<file path="config.mk">
export PLATFORM = sky130hd
export DESIGN_NAME = multicycle_controller_flat
export DESIGN_NICKNAME = d
export VERILOG_FILES = /design/src/rtl/multicycle_controller_if.sv /design/src/rtl/multicycle_controller.sv /design/src/flat_wrapper.sv
export SDC_FILE = /design/constraint.sdc
export NUM_CORES = 1
export LEC_CHECK = 0
export CORE_ASPECT_RATIO = 0.5
export CORE_MARGIN = 2
export CORE_UTILIZATION = 43
export CTS_CLUSTER_SIZE = 24
export DETAILED_ROUTE_END_ITERATION = 8
export PLACE_DENSITY = 0.88
export SLEW_MARGIN = 20
export SYNTH_ARGS = -nofsm -noshare
export SYNTH_HDL_FRONTEND = slang
export SYNTH_SLANG_ARGS = --single-unit
</file>
<file path="constraint.sdc">
create_clock -name clk -period 2.5 [get_ports clk]
set_clock_uncertainty 0.05 [all_clocks]
set_input_delay 0.5 -clock clk [delete_from_list [all_inputs] [get_ports clk]]
set_output_delay 0.5 -clock clk [all_outputs]
set_load 0.05 [all_outputs]
</file>
<file path="src/rtl/multicycle_controller_if.sv">
// Instruction/data memory handshake bundle for the multicycle controller.
// Signals:
//   instr      - instruction word from instruction memory
//   imem_req   - controller requests an instruction fetch
//   imem_ready - instruction word valid this cycle
//   dmem_req   - controller requests a data access
//   dmem_we    - data access is a store
//   dmem_ready - data access completes this cycle
// master: controller side; slave: memory side.
interface multicycle_controller_if #(
  parameter int unsigned XLEN = 32
);
  logic [XLEN-1:0] instr;
  logic            imem_req;
  logic            imem_ready;
  logic            dmem_req;
  logic            dmem_we;
  logic            dmem_ready;

  modport master (
    input  instr, imem_ready, dmem_ready,
    output imem_req, dmem_req, dmem_we
  );

  modport slave (
    output instr, imem_ready, dmem_ready,
    input  imem_req, dmem_req, dmem_we
  );
endinterface

</file>
<file path="src/rtl/multicycle_controller.sv">
// Multicycle control FSM for a small RV32 subset (LW, SW, ADDI, LUI, R-type
// ADD/SUB/AND/OR/XOR/SLT, ECALL). Fetches into an internal IR, decodes from IR
// only, and sequences FETCH -> DECODE -> EXEC -> [MEM] -> [WB].
// Ports:
//   clk, reset        - clock (rising edge), asynchronous active-high reset
//   bus (master)      - imem/dmem request/ready handshakes and instruction word
//   rs1, rs2, rd      - register indices taken from IR
//   irWrite, pcWrite  - IR load / PC advance strobes (fetch handshake)
//   regWrite          - register-file write strobe (WB, never for x0)
//   aluSrcImm         - ALU operand B is the immediate
//   ALUControl        - ADD=0 SUB=1 AND=2 OR=3 XOR=4 SLT=5 PASSB=6
//   halt, illegal     - sticky ECALL / trap indications
//   state             - current FSM state code
module multicycle_controller #(
  parameter int unsigned XLEN       = 32,
  parameter int unsigned REG_ADDR_W = 5,
  parameter int unsigned ALU_CTRL_W = 3
) (
  input  logic                  clk,
  input  logic                  reset,
  multicycle_controller_if.master bus,
  output logic [REG_ADDR_W-1:0] rs1,
  output logic [REG_ADDR_W-1:0] rs2,
  output logic [REG_ADDR_W-1:0] rd,
  output logic                  irWrite,
  output logic                  pcWrite,
  output logic                  regWrite,
  output logic                  aluSrcImm,
  output logic [ALU_CTRL_W-1:0] ALUControl,
  output logic                  halt,
  output logic                  illegal,
  output logic [2:0]            state
);

  typedef enum logic [2:0] {
    S_FETCH  = 3'd0,
    S_DECODE = 3'd1,
    S_EXEC   = 3'd2,
    S_MEM    = 3'd3,
    S_WB     = 3'd4,
    S_HALT   = 3'd5,
    S_TRAP   = 3'd6
  } state_e;

  localparam logic [ALU_CTRL_W-1:0] ALU_ADD   = ALU_CTRL_W'(0);
  localparam logic [ALU_CTRL_W-1:0] ALU_SUB   = ALU_CTRL_W'(1);
  localparam logic [ALU_CTRL_W-1:0] ALU_AND   = ALU_CTRL_W'(2);
  localparam logic [ALU_CTRL_W-1:0] ALU_OR    = ALU_CTRL_W'(3);
  localparam logic [ALU_CTRL_W-1:0] ALU_XOR   = ALU_CTRL_W'(4);
  localparam logic [ALU_CTRL_W-1:0] ALU_SLT   = ALU_CTRL_W'(5);
  localparam logic [ALU_CTRL_W-1:0] ALU_PASSB = ALU_CTRL_W'(6);

  localparam logic [6:0] OPC_LOAD   = 7'b0000011;
  localparam logic [6:0] OPC_STORE  = 7'b0100011;
  localparam logic [6:0] OPC_OPIMM  = 7'b0010011;
  localparam logic [6:0] OPC_OP     = 7'b0110011;
  localparam logic [6:0] OPC_LUI    = 7'b0110111;
  localparam logic [6:0] OPC_SYSTEM = 7'b1110011;

  state_e          state_q, state_d;
  logic [XLEN-1:0] ir;

  logic [6:0] opcode;
  logic [2:0] f3;
  logic [6:0] f7;
  logic       is_load, is_store, is_addi, is_op, is_lui, is_ecall;
  logic       op_ok, legal;
  logic [ALU_CTRL_W-1:0] op_alu;

  assign opcode = ir[6:0];
  assign f3     = ir[14:12];
  assign f7     = ir[31:25];
  assign rs1    = REG_ADDR_W'(ir[19:15]);
  assign rs2    = REG_ADDR_W'(ir[24:20]);
  assign rd     = REG_ADDR_W'(ir[11:7]);
  assign state  = state_q;

  assign is_load  = (opcode == OPC_LOAD)  && (f3 == 3'b010);
  assign is_store = (opcode == OPC_STORE) && (f3 == 3'b010);
  assign is_addi  = (opcode == OPC_OPIMM) && (f3 == 3'b000);
  assign is_op    = (opcode == OPC_OP);
  assign is_lui   = (opcode == OPC_LUI);
  assign is_ecall = (opcode == OPC_SYSTEM) && (ir[31:7] == 25'd0);
  assign legal    = is_load || is_store || is_addi || is_lui || (is_op && op_ok);

  // R-type function decode; any unlisted f7/f3 pair is illegal
  always_comb begin
    op_ok  = 1'b1;
    op_alu = ALU_ADD;
    case ({f7, f3})
      10'b0000000_000: op_alu = ALU_ADD;
      10'b0100000_000: op_alu = ALU_SUB;
      10'b0000000_111: op_alu = ALU_AND;
      10'b0000000_110: op_alu = ALU_OR;
      10'b0000000_100: op_alu = ALU_XOR;
      10'b0000000_010: op_alu = ALU_SLT;
      default:         op_ok  = 1'b0;
    endcase
  end

  // State and instruction register
  always_ff @(posedge clk or posedge reset) begin
    if (reset) begin
      state_q <= S_FETCH;
      ir      <= '0;
    end else begin
      state_q <= state_d;
      if (state_q == S_FETCH && bus.imem_ready) begin
        ir <= XLEN'(bus.instr);
      end
    end
  end

  // Next state and Moore outputs; only the fetch strobes see imem_ready
  always_comb begin
    state_d      = state_q;
    bus.imem_req = 1'b0;
    bus.dmem_req = 1'b0;
    bus.dmem_we  = 1'b0;
    irWrite      = 1'b0;
    pcWrite      = 1'b0;
    regWrite     = 1'b0;
    aluSrcImm    = 1'b0;
    ALUControl   = ALU_ADD;
    halt         = 1'b0;
    illegal      = 1'b0;
    case (state_q)
      S_FETCH: begin
        bus.imem_req = 1'b1;
        // reset also masks the strobes while state is held at FETCH
        if (bus.imem_ready && !reset) begin
          irWrite = 1'b1;
          pcWrite = 1'b1;
          state_d = S_DECODE;
        end
      end
      S_DECODE: begin
        if (legal)         state_d = S_EXEC;
        else if (is_ecall) state_d = S_HALT;
        else               state_d = S_TRAP;
      end
      S_EXEC: begin
        aluSrcImm  = !is_op;
        ALUControl = is_op ? op_alu : (is_lui ? ALU_PASSB : ALU_ADD);
        state_d    = (is_load || is_store) ? S_MEM : S_WB;
      end
      S_MEM: begin
        bus.dmem_req = 1'b1;
        bus.dmem_we  = is_store;
        aluSrcImm    = 1'b1;
        if (bus.dmem_ready) state_d = is_store ? S_FETCH : S_WB;
      end
      S_WB: begin
        regWrite = (ir[11:7] != 5'd0);
        state_d  = S_FETCH;
      end
      S_HALT:  halt    = 1'b1;
      S_TRAP:  illegal = 1'b1;
      default: state_d = S_FETCH;
    endcase
  end

endmodule

</file>
<file path="src/flat_wrapper.sv">
// flat-port wrapper written by rule: the top's interface ports become plain ports
module multicycle_controller_flat 
#(
  parameter int unsigned XLEN       = 32,
  parameter int unsigned REG_ADDR_W = 5,
  parameter int unsigned ALU_CTRL_W = 3
)
  (clk, reset, rs1, rs2, rd, irWrite, pcWrite, regWrite, aluSrcImm, ALUControl, halt, illegal, state, bus_instr, bus_imem_ready, bus_dmem_ready, bus_imem_req, bus_dmem_req, bus_dmem_we);
  multicycle_controller_if #(.XLEN(XLEN)) bus_i ();
  input  logic clk;
  input  logic reset;
  output logic [REG_ADDR_W-1:0] rs1;
  output logic [REG_ADDR_W-1:0] rs2;
  output logic [REG_ADDR_W-1:0] rd;
  output logic irWrite;
  output logic pcWrite;
  output logic regWrite;
  output logic aluSrcImm;
  output logic [ALU_CTRL_W-1:0] ALUControl;
  output logic halt;
  output logic illegal;
  output logic [2:0] state;
  input wire logic [$bits(bus_i.instr)-1:0] bus_instr;
  input wire logic [$bits(bus_i.imem_ready)-1:0] bus_imem_ready;
  input wire logic [$bits(bus_i.dmem_ready)-1:0] bus_dmem_ready;
  output wire logic [$bits(bus_i.imem_req)-1:0] bus_imem_req;
  output wire logic [$bits(bus_i.dmem_req)-1:0] bus_dmem_req;
  output wire logic [$bits(bus_i.dmem_we)-1:0] bus_dmem_we;
  assign bus_i.instr = bus_instr;
  assign bus_i.imem_ready = bus_imem_ready;
  assign bus_i.dmem_ready = bus_dmem_ready;
  assign bus_imem_req = bus_i.imem_req;
  assign bus_dmem_req = bus_i.dmem_req;
  assign bus_dmem_we = bus_i.dmem_we;
  multicycle_controller #(.XLEN(XLEN), .REG_ADDR_W(REG_ADDR_W), .ALU_CTRL_W(ALU_CTRL_W)) u_core (.clk(clk), .reset(reset), .bus(bus_i), .rs1(rs1), .rs2(rs2), .rd(rd), .irWrite(irWrite), .pcWrite(pcWrite), .regWrite(regWrite), .aluSrcImm(aluSrcImm), .ALUControl(ALUControl), .halt(halt), .illegal(illegal), .state(state));
endmodule
</file>
* Yosys cells after proc, flatten, opt, wreduce, memory -nomap -nowiden *
Cells that the tools add are included.

cells by class
  bitwise operators = 1
  equal/unequal tests = 20
  multiplexer cells = 21
  reductions and logical operators = 21

operators by type and width
  cell                                                  number
  equality test 10 x 3 -> 1 bit, second input constant  3
  case mux 3 bit (5 select lines)                       2
  logical NOT 25 bit                                    1
  two-way mux 3 bit                                     8
  equality test 7 x 6 -> 1 bit, second input constant   3
  equality test 10 x 2 -> 1 bit, second input constant  1
  equality test 10 x 9 -> 1 bit, second input constant  1
  logical NOT 10 bit                                    1
  equality test 3 x 2 -> 1 bit, second input constant   3
  equality test 3 bit, second input constant            3
  two-way mux 1 bit                                     9
  equality test 7 x 2 -> 1 bit, second input constant   1
  equality test 7 x 5 -> 1 bit, second input constant   1
  equality test 7 bit, second input constant            1
  logical AND 1 bit                                     7
  logical NOT 3 bit                                     2
  OR reduction 6 bit                                    1
  nonzero test 5 bit                                    1
  logical OR 1 bit                                      4
  inequality test 2 bit, second input constant          2
  equality test 3 x 1 -> 1 bit, second input constant   1
  AND reduction 3 bit                                   1
  logical NOT 1 bit                                     2
  two-way mux 2 bit                                     1
  3 further kinds                                       3

word-level totals
  register bits after elaboration = 35
  word-level logic and storage cells = 65
  output and inout bits = 30

* Depth between registers and ports, before layout *
  word-level depth = 8
  depth in mapped cells = 5

* Worst setup path after synthesis *
OpenSTA, ideal clock, no wires.

  path kind = flip-flop to output port
  start = reg u_core.state_q[0] (netlist: u_core.state[0])
  end = out bus_dmem_we
  required time = 1.950 ns
  path slack = -0.641 ns
  stages on the path, launching flop included = 6
  arrival = 2.591 ns
  cell sequence = dfrtp_1 > clkbuf_1 > inv_1 > nor2_1 > nand2_1 > nor2_1

on the way
  longest elaborated chain between the ends = 2

RTL lines
  element                       RTL line                      source
  start, declared               multicycle_controller.sv:60   state_e state_q, state_d;
  start signal, assigned        multicycle_controller.sv:107  state_q <= state_d;
  equality test 3 x 2 -> 1 bit  multicycle_controller.sv:127  case (state_q)
  two-way mux 1 bit             multicycle_controller.sv:127
  end, declared                 flat_wrapper.sv:28            output wire logic [$bits(bus_i.dmem_we)-1:0] bus_dmem_we;

Every way passes these cells.

* Worst setup path after layout *
  start = reg u_core.ir[25]
  end = out ALUControl[1]

on the way
  longest elaborated chain between the ends = 4

RTL lines
  element                                                      RTL line                      source
  start, declared                                              multicycle_controller.sv:61   logic [XLEN-1:0] ir;
  start signal, assigned                                       multicycle_controller.sv:109  ir <= XLEN'(bus.instr);
  equality test 10 x 2 -> 1 bit, or another cell as far along  multicycle_controller.sv:90   case ({f7, f3})
  case mux 3 bit (5 select lines) *                            multicycle_controller.sv:90
  two-way mux 3 bit *                                          multicycle_controller.sv:144  ALUControl = is_op ? op_alu : (is_lui ? ALU_PASSB : ALU_ADD);
  two-way mux 3 bit *                                          multicycle_controller.sv:127
  end, declared                                                flat_wrapper.sv:19            output logic [ALU_CTRL_W-1:0] ALUControl;

Every way passes the cells marked *; elsewhere a longest branch is shown, timed or not.

==> flow_summary.json <==
{
  "status": "completed",
  "async_reset_ff_share_pct": 100.0,
  "dieArea_sq_mm": 0.004889,
  "whs_ps": 460.9,
  "fin_crit_sh_pct": 98.37,
  "critPathKind": "flop to primary output",
  "ys_ff_latch": 35,
  "place.port_buffers": 65,
  "grt_pass1_vias": 1385,
  "fmax_mhz": 406.6,
  "numCtsBuffers": 5,
  "hold_buffers": 0,
  "n_antenna_cell": 0,
  "start_util_pct": 46.11,
  "cts_root_buf": "clkbuf_8",
  "nNetsFinal": 251,
  "syn_to_final_growth_pct": 40.05,
  "rows": 16,
  "peakVddDrop_v": 0.001020,
  "syn_avg_cell_area_sq_um": 11.38,
  "yosysSeqAreaShare_pct": 47.20,
  "grt_max_degree": 36,
  "critPathRequiredTime_ps": 1950,
  "drv_cap": 0,
  "insertion_delay_ps": 290,
  "critPathMaxFanout": 3,
  "synthMuxAreaShare_pct": 19.96,
  "clkSinkCount": 35,
  "fin_ws_ps": 40.64,
  "hold_viol_final": 0,
  "dp_worst_setup_slack_ps": 325.3,
  "stdcell_count": 270,
  "synthAdderAreaFrac_pct": 0,
  "gp_congestion": 0.9012,
  "dp.cells": 261,
  "synthesis.instances": 163,
  "grt_usage_pct": 18.06,
  "clockBufferDepth": 2,
  "core_area_sq_mm": 0.004024,
  "ys.flop_type": "dfrtp_1",
  "dieHeight_microns": 50.45,
  "synth-xor-area-share_pct": 0.4720,
  "synth.distinct_cells": 39,
  "synth_top_family_by_area": "multiplexers",
  "via_per_inst": 5.163,
  "fin_util_pct": 64.58,
  "ios": 66,
  "drive_gt1_share_pct": 31.48,
  "post-route-drc-count": 0,
  "setup_viol": 0,
  "finalWirelength_mm": 4.228,
  "post_drt_wl_per_cell_microns": 15.66,
  "syn_area_sq_mm": 0.001856,
  "overflow": 0,
  "hold_class": "flop to flop",
  "tightest_slew_ps": 513.9,
  "p_per_area_mw_per_mm2": 1356,
  "vias": 1394,
  "synth_compound_area_share_pct": 6.945,
  "critPathCaptureType": "primary output",
  "p_leak_uw": 0.001073,
  "hpwl_mm": 3.187,
  "dr.pass1.iters": 4,
  "cts_tree": "yes",
  "rsz0062_at_grt": "yes",
  "start_kind": "flop",
  "yosysWarnings": 0,
  "clkSlewWorstSetupHoldPaths_ps": 70,
  "synth-simple-area-share_pct": 15.91,
  "syn_nets": 199,
  "synth_edf_count": 0,
  "relSlewSlack_pct": 65.63,
  "drv_slew": 0,
  "grt_pass1_wl_mm": 6.672,
  "die_x_microns": 96.90,
  "finalCriticalPeriod_ps": 2459,
  "drt_iter0_markers": 64,
  "fillCellCount": 309,
  "postRouteAntennaNets": 0,
  "cp_data_arrival_time_ps": 1910,
  "antenna_found_initial": 0,
  "htree_levels": 2
}
[state kept, by name, indices dropped and copies added, names as in the netlist]
register	cells
u_core.ir	32
u_core.state	3
[path summary, 6_finish.rpt]
kind,slack [ps],start,endpoint,cells past startpoint
min,460,u_core.ir[28],u_core.ir[28],1
min reg2reg,460,u_core.ir[28],u_core.ir[28],1
max in group asynchronous,1430,reset,u_core.ir[17],3
min in group asynchronous,660,reset,u_core.state[1],3
max,40,u_core.ir[25],ALUControl[1],5
max reg2reg,630,u_core.ir[25],u_core.state[1],5
[synthesized netlist by cell type, types with 3 or more instances]
cell,number,area share (%)
dfrtp_1,35,47
mux2_2,31,19
buf_4,19,7.7
nor2_1,17,3.4
clkbuf_1,6,1.2
a21oi_1,5,1.3
nor3_1,5,1.3
nand2_1,4,0.81
inv_1,3,0.61
nand2b_1,3,1.0
nor4_1,3,1.0
o211a_1,3,1.6
[worst max-delay path, cell delays in order, from the launching register on]
cell and delay, ps:
dfrtp_1 390, or4_4 560, nor4_4 190, a31oi_1 120, nor2_1 190, buf_12 170
[repair_timing]
item,in CTS,in global routing
buffers inserted,0,1
resized for setup,0,2
endpoints found under the setup margin,0,4
[stage by stage]
step | cell area [sq um] | setup TNS, ps | total power (uW)
after floorplan | 1882 | -82.56 | 2697
after global placement | 2497 | 0 | 3038
after detailed placement | 2497 | 0 | 3120
after CTS | 2582 | 0 | 3527
after global routing | 2599 | -57.71 | 3705
final | 2599 | 0 | 3523
[per-layer routing]
metal  vias to the layer above  routed length (microns)  GRT usage, %
met3                         8                      212         5.432
met2                        53                     2061         29.75
met5                         -                        0             0
met1                       661                     1868         22.17
li1                        672                        -             -
met4                         0                       85         8.685
[power by group]
part           internal [uW]  switching (uW)
Combinational            816            1100
Clock                    194             205
Sequential               857             347
Total                   1870            1660
[cells by family after synthesis]
family	after synthesis
muxes	33
and+or+nand+nor	49
xor gates and xnor gates	1
DFF	35
AOI/OAI and AO/OA	17
buffers and inverters	28
[placed cells by master, fill, tap and decap left out, drive strengths merged, types with 4 or more instances in the layout]
cell and instances:
a21oi 5, buf 17, clkbuf 6, clkdlybuf4s50 53, dfrtp 35, mux2 32
nand2 4, nor2 17, nor3 6, nor4 4
[layout make-up]
type	instances	area, sq um	area share, %
Inverter	3	15.01	0.5778
Multi-Input combinational cell	100	834.6	32.11
Tap cell	54	67.56	2.600
Sequential cell	35	875.8	33.70
Clock buffer	6	72.57	2.792
Timing Repair Buffer	70	720.7	27.73
Clock inverter	2	12.51	0.4815
(Power assumes the default switching activity.)
